`src/rtl/fir_pkg.sv`:
```
// Shared configuration for the FIR multiply-accumulate engine: default filter
// dimensions, derived widths and the engine state encoding.
package fir_pkg;

    localparam int NUMBER_OF_TAPS = 64;
    localparam int COEFF_BITS     = 16;
    localparam int DATA_BITS      = 16;

    localparam int COUNTER_BITS   = $clog2(NUMBER_OF_TAPS);
    localparam int PROD_BITS      = DATA_BITS + COEFF_BITS;
    // One extra bit per doubling of the tap count keeps the full sum exact.
    localparam int ACC_BITS       = PROD_BITS + COUNTER_BITS;

    typedef enum logic [1:0] {
        IDLE,
        MAC,
        OUT
    } state_t;

endpackage

```
`src/rtl/fir_delay_line.sv`:
```
// Circular sample buffer for the FIR engine. One write port and one
// combinational read port addressed as (base - offset) modulo DEPTH, so the
// caller can walk backwards in time from the newest sample.
module fir_delay_line #(
    parameter int DEPTH    = 64,
    parameter int WIDTH    = 16,
    localparam int PTR_BITS = $clog2(DEPTH)
) (
    input  logic                clk,
    input  logic                rst,
    input  logic                wr_en,
    input  logic [PTR_BITS-1:0] wr_addr,
    input  logic [WIDTH-1:0]    wr_data,
    input  logic [PTR_BITS-1:0] base,
    input  logic [PTR_BITS-1:0] offset,
    output logic [WIDTH-1:0]    rd_data
);

    logic [WIDTH-1:0]    mem [DEPTH];
    logic [PTR_BITS-1:0] rd_addr;

    // DEPTH is a power of two, so the subtraction wraps naturally.
    assign rd_addr = base - offset;
    assign rd_data = mem[rd_addr];

    // Sample storage: cleared on reset, one write per accepted sample.
    // NOTE: every entry is reset so no pre-reset sample can leak into a later
    // response; this makes the buffer flops rather than RAM, which is intended.
    // NOTE: state is written with non-blocking assignments so all flops
    // update together at the edge regardless of statement order.
    always_ff @(posedge clk) begin
        if (rst) begin
            for (int i = 0; i < DEPTH; i++) begin
                mem[i] <= '0;
            end
        end else if (wr_en) begin
            mem[wr_addr] <= wr_data;
        end
    end

endmodule

```
`src/rtl/fir_mac_engine.sv`:
```
// Time-multiplexed multiply-accumulate stage of the FIR filter. Accepts one
// sample, sweeps current_count over all taps accumulating sample*coeff, then
// offers the full-precision sum through a valid/ready handshake.
// Optional build macro FIR_MAC_PIPE_EN registers the product before the
// accumulator (one extra drain cycle, identical results).
module fir_mac_engine
    import fir_pkg::*;
(
    input  logic                    clk,
    input  logic                    rst,
    input  logic [DATA_BITS-1:0]    i_sample,
    input  logic                    i_sample_valid,
    output logic                    o_sample_ready,
    output logic [COUNTER_BITS-1:0] current_count,
    input  logic [COEFF_BITS-1:0]   coeff,
    output logic [ACC_BITS-1:0]     o_result,
    output logic                    o_result_valid,
    input  logic                    i_result_ready
);

    localparam logic [COUNTER_BITS-1:0] LAST_TAP = COUNTER_BITS'(NUMBER_OF_TAPS - 1);

    state_t                     state;
    state_t                     state_next;
    logic [COUNTER_BITS-1:0]    wr_ptr;
    logic signed [ACC_BITS-1:0] acc;
    logic signed [ACC_BITS-1:0] acc_add;
    logic [DATA_BITS-1:0]       tap_sample;
    logic signed [PROD_BITS-1:0] prod;
    logic signed [ACC_BITS-1:0] prod_ext;
    logic                       sample_accept;
    logic                       mac_last;
    logic                       result_take;

    fir_delay_line #(
        .DEPTH (NUMBER_OF_TAPS),
        .WIDTH (DATA_BITS)
    ) u_delay_line (
        .clk     (clk),
        .rst     (rst),
        .wr_en   (sample_accept),
        .wr_addr (wr_ptr),
        .wr_data (i_sample),
        .base    (wr_ptr),
        .offset  (current_count),
        .rd_data (tap_sample)
    );

    // Signed product of the tap sample and the coefficient returned for
    // current_count in the same cycle, sign-extended to accumulator width.
    assign prod     = $signed(tap_sample) * $signed(coeff);
    assign prod_ext = {{(ACC_BITS - PROD_BITS){prod[PROD_BITS-1]}}, prod};

    // The valid flag only rises in OUT, so this is the handshake completing.
    assign result_take = o_result_valid && i_result_ready;

`ifdef FIR_MAC_PIPE_EN
    logic signed [ACC_BITS-1:0] prod_q;
    logic                       prod_vld;
    logic                       drain;

    // Product pipeline stage; after the last tap one drain cycle empties it.
    always_ff @(posedge clk) begin
        if (rst) begin
            prod_q   <= '0;
            prod_vld <= 1'b0;
            drain    <= 1'b0;
        end else if (sample_accept) begin
            prod_vld <= 1'b0;
            drain    <= 1'b0;
        end else if (state == MAC) begin
            prod_q   <= prod_ext;
            prod_vld <= !drain;
            if (current_count == LAST_TAP) begin
                drain <= 1'b1;
            end
        end
    end

    assign acc_add  = prod_vld ? prod_q : '0;
    assign mac_last = drain;
`else
    assign acc_add  = prod_ext;
    assign mac_last = (current_count == LAST_TAP);
`endif

    // State register.
    always_ff @(posedge clk) begin
        if (rst) begin
            state <= IDLE;
        end else begin
            state <= state_next;
        end
    end

    // Next-state logic.
    // NOTE: the default assignment first keeps this block purely combinational
    // on every path, so no latch is inferred.
    always_comb begin
        state_next = state;
        case (state)
            IDLE:    if (i_sample_valid) state_next = MAC;
            MAC:     if (mac_last)       state_next = OUT;
            OUT:     if (result_take)    state_next = IDLE;
            default: state_next = IDLE;
        endcase
    end

    // State-decoded outputs and strobes.
    always_comb begin
        o_sample_ready = (state == IDLE);
        sample_accept  = o_sample_ready && i_sample_valid;
    end

    // Datapath: tap counter, accumulator, write pointer and result register.
    always_ff @(posedge clk) begin
        if (rst) begin
            current_count  <= '0;
            wr_ptr         <= '0;
            acc            <= '0;
            o_result       <= '0;
            o_result_valid <= 1'b0;
        end else begin
            case (state)
                IDLE: begin
                    if (sample_accept) begin
                        acc           <= '0;
                        current_count <= '0;
                    end
                end
                MAC: begin
                    acc <= acc + acc_add;
                    if (current_count != LAST_TAP) begin
                        current_count <= current_count + 1'b1;
                    end
                end
                OUT: begin
                    if (!o_result_valid) begin
                        o_result       <= acc;
                        o_result_valid <= 1'b1;
                    end else if (i_result_ready) begin
                        o_result_valid <= 1'b0;
                        wr_ptr         <= wr_ptr + 1'b1;
                    end
                end
                default: ;
            endcase
        end
    end

endmodule
```
`config.mk`:
```
export PLATFORM = sky130hd
export DESIGN_NAME = fir_mac_engine
export DESIGN_NICKNAME = d
export VERILOG_FILES = /design/src/rtl/fir_pkg.sv /design/src/rtl/fir_delay_line.sv /design/src/rtl/fir_mac_engine.sv
export SDC_FILE = /design/constraint.sdc
export NUM_CORES = 2
export LEC_CHECK = 0
export ABC_AREA = 1
export BUFFER_PORTS_ARGS = -buffer_cell sky130_fd_sc_hd__buf_4
export CELL_PAD_IN_SITES_DETAIL_PLACEMENT = 1
export CELL_PAD_IN_SITES_GLOBAL_PLACEMENT = 1
export CORE_UTILIZATION = 56
export CTS_BUF_LIST = sky130_fd_sc_hd__clkbuf_8
export CTS_CLUSTER_DIAMETER = 80
export DETAILED_ROUTE_END_ITERATION = 8
export HOLD_SLACK_MARGIN = 0.05
export PLACE_DENSITY_LB_ADDON = 0.1
export SYNTH_ARGS = -nofsm -noshare
export SYNTH_HDL_FRONTEND = slang
export SYNTH_SLANG_ARGS = --single-unit
```
`constraint.sdc`:
```
create_clock -name clk -period 14.5 [get_ports clk]
set_input_delay 2.9 -clock clk [delete_from_list [all_inputs] [get_ports clk]]
set_output_delay 2.9 -clock clk [all_outputs]
set_load 0.01 [all_outputs]
```
==> out/metrics.yaml <==
status:
  status: "finished clean"
synth:
  ys.flop_type: "edfxtp_1"
  ys_warn_count: 0
  synth-edff-count: 1024
  netlist_instances: 6543
  syn_avg_cell_area_sq_um: 9.474
  yosys.area_share.simple_pct: 25.40
  ys_seq_elements: 1115
  synthesis.area_sq_um: 61990
  synth_fa_ha_area_share_pct: 12.81
  synth_top_family_by_area: "simple AND/OR/NAND/NOR gates"
  synth.distinct_cells: 46
  postSynth.asyncResetShare_pct: 0
  synth_compound_area_share_pct: 2.701
  synth_mux_area_share_pct: 0
  ys_seq_area_share_pct: 52.54
  syn-num-nets: 7020
  synthXorXnorAreaFrac_pct: 0.1393
place:
  dp_hpwl_microns: 137300
  post-place-ws_ns: 3.726
  gp_congestion: 0.9645
  placed_cells: 7710
  port_buffers: 81
clocking:
  clkTransAtPathRegs_ns: 0.07
  cts_resized: 0
  clk_latency_ns: 0.90
  cts-root-buf: "clkbuf_8"
  cts_buffers: 188
  ctsHtreeMaxLevel: 4
  clk_path_buf_depth: 3
  post_cts_buffers: 0
  cts.sinks: 1115
  cts_tree: "done"
  ctsHoldBuffers: 0
die:
  initial_core_util_pct: 56.71
  fp.dieH_microns: 334.7
  die-area_sq_um: 112000
  rows: 121
  die_w_microns: 334.7
  core_sq_um: 109300
  num_io_pins: 82
cells_and_area:
  area_growth_pct: 6.907
  final_nets: 6901
  drive_gt1_share_pct: 7.580
  layoutNonFillerInstCount: 8049
  fill_cells: 12310
drt:
  dr.pass1.iters: 6
  wl_per_cell_microns: 26.22
  drcViolationCount: 0
  wl_microns: 211100
  ant_nets: 0
  vias: 49070
  vias_per_cell: 6.096
  dr.first_iter.drc_count: 4903
global_route:
  antenna_found_initial: 8
  grt_max_degree: 157
  globalRoute.totalOverflow: 0
  grt_pass1_vias: 51710
  grt_pass1_wl_microns: 317400
  track_usage_pct: 38.04
timing:
  fin_crit_sh_pct: 76.16
  clock.fmax_mhz: 90.55
  relSlewSlack_pct: 11.97
  final_max_slew_viol_count: 0
  setup_ws_ns: 3.456
  setup_viol_count_final: 0
  finalHoldViolCount: 0
  period_minus_slack_ns: 11.04
  hold_slack_ns: 0.4669
  tightestPinTransition_ns: 1.311
  fin_setup_tns_ns: 0
  rsz0062_at_grt: "no"
  fin_skew_ns: 0.07636
worst_setup_path:
  crit_slowest_cell: "a31oi_1"
  worstSetupPathType: "reg -> reg"
  start_kind: "flip-flop"
  critPathMaxStageDelay_ns: 0.94
  crit_fanout: 120
  required_ns: 15.24
  path_common_cell: "nand2_1"
  crit_arrival_ns: 11.78
  critPathCaptureType: "flip-flop"
hold_path:
  hold_class: "reg -> reg"
job:
  max_cap_violations: 0
## cell usage after synthesis (all sizes together) (3+ instances only)
library cell | n | area (sq um)
xor2 | 5 | 43.79
nor4 | 7 | 103.9
o221a | 3 | 33.78
nand3b | 6 | 45.04
a21oi | 133 | 665.6
buf | 227 | 1329
nor3 | 23 | 182.7
a211oi | 3 | 22.52
a21o | 3 | 22.52
or2 | 10 | 62.56
a32oi | 30 | 262.8
o21ai | 43 | 226.5
edfxtp | 1024 | 30750
nand2 | 1541 | 5949
fa | 323 | 6466
nor2 | 1226 | 4604
o21bai | 11 | 82.58
inv | 482 | 1809
a31oi | 37 | 231.5
ha | 118 | 1476
nand3 | 946 | 4735
clkbuf | 219 | 822.0
dfxtp | 91 | 1822
nand4 | 8 | 50.05
a21boi | 11 | 82.58
xnor2 | 4 | 42.55
## kinds of logic after synthesis
| logic type | after synthesis |
|---|---|
| AOI/OAI and AO/OA | 279 |
| xor gates and xnor gates | 9 |
| adders and majority gates | 441 |
| buffers and inverters | 930 |
| DFF | 1115 |
| and+or+nand+nor | 3769 |
## worst max-delay path, delay by kind of cell, from the launching register on
family | cells | cell delay (ns)
adder cells (fa/ha/maj) | 8 | 3.87
buffers and inverters | 9 | 2.70
AND/OR/NAND/NOR | 13 | 1.85
AO/OA/AOI/OAI | 5 | 1.81
flip-flops | 1 | 0.53
## cell usage in the layout, fill, tap and decap left out, types with 45 or more instances in the layout
master and instances:
fa_1 322, inv_1 515, edfxtp_1 1024, clkbuf_8 196, a21oi_1 133, dfxtp_1 91
nand3_1 946, nand2_2 63, clkinv_1 45, nand2_1 1476, buf_4 131, nor2_1 1221
ha_1 117
## layer usage
layer,up-vias,wire length (microns),track usage (%)
met2,2397,100100,61.48
met5,-,16,0
met4,2,11030,18.84
met3,582,19330,7.506
met1,24850,80610,49.20
li1,21230,-,-
## cell type report
class	count	area, sq um	area share, %
tap	1476	1847	2.787
clock buffer	196	2698	4.071
multi-input combinational	4498	25500	38.49
antenna	3	7.507	0.01133
inverter	484	1856	2.800
timing repair buffer	137	1104	1.665
sequential	1115	32570	49.15
clock inverter	140	684.4	1.033
## worst paths after layout
check | start | cells past startpoint | slack, ns | to
min reg2reg | o_result[8] | 2 | 0.47 | o_result[8]
max | wr_ptr[0] | 35 | 3.46 | acc[35]
min | o_result[8] | 2 | 0.47 | o_result[8]
max reg2reg | wr_ptr[0] | 35 | 3.46 | acc[35]
## flip-flops by register name (all words and copies together), names as in the netlist
signal and flops:
u_delay_line.mem 1024, o_result_valid 1, wr_ptr 6, o_result 38, state 2, current_count 6
acc 38
## per-stage QoR
step | area [sq um] | utilization (%)
global route | 66270 | 60.63
finish | 66270 | 60.63
floorplan | 61990 | -
detailed placement | 62880 | 57.53
global placement | 62880 | 57.53
CTS | 66260 | 60.62
Power is left out: the tool's default activity adds up to more than one toggle a clock period on the data nets, which glitch-free logic cannot reach.
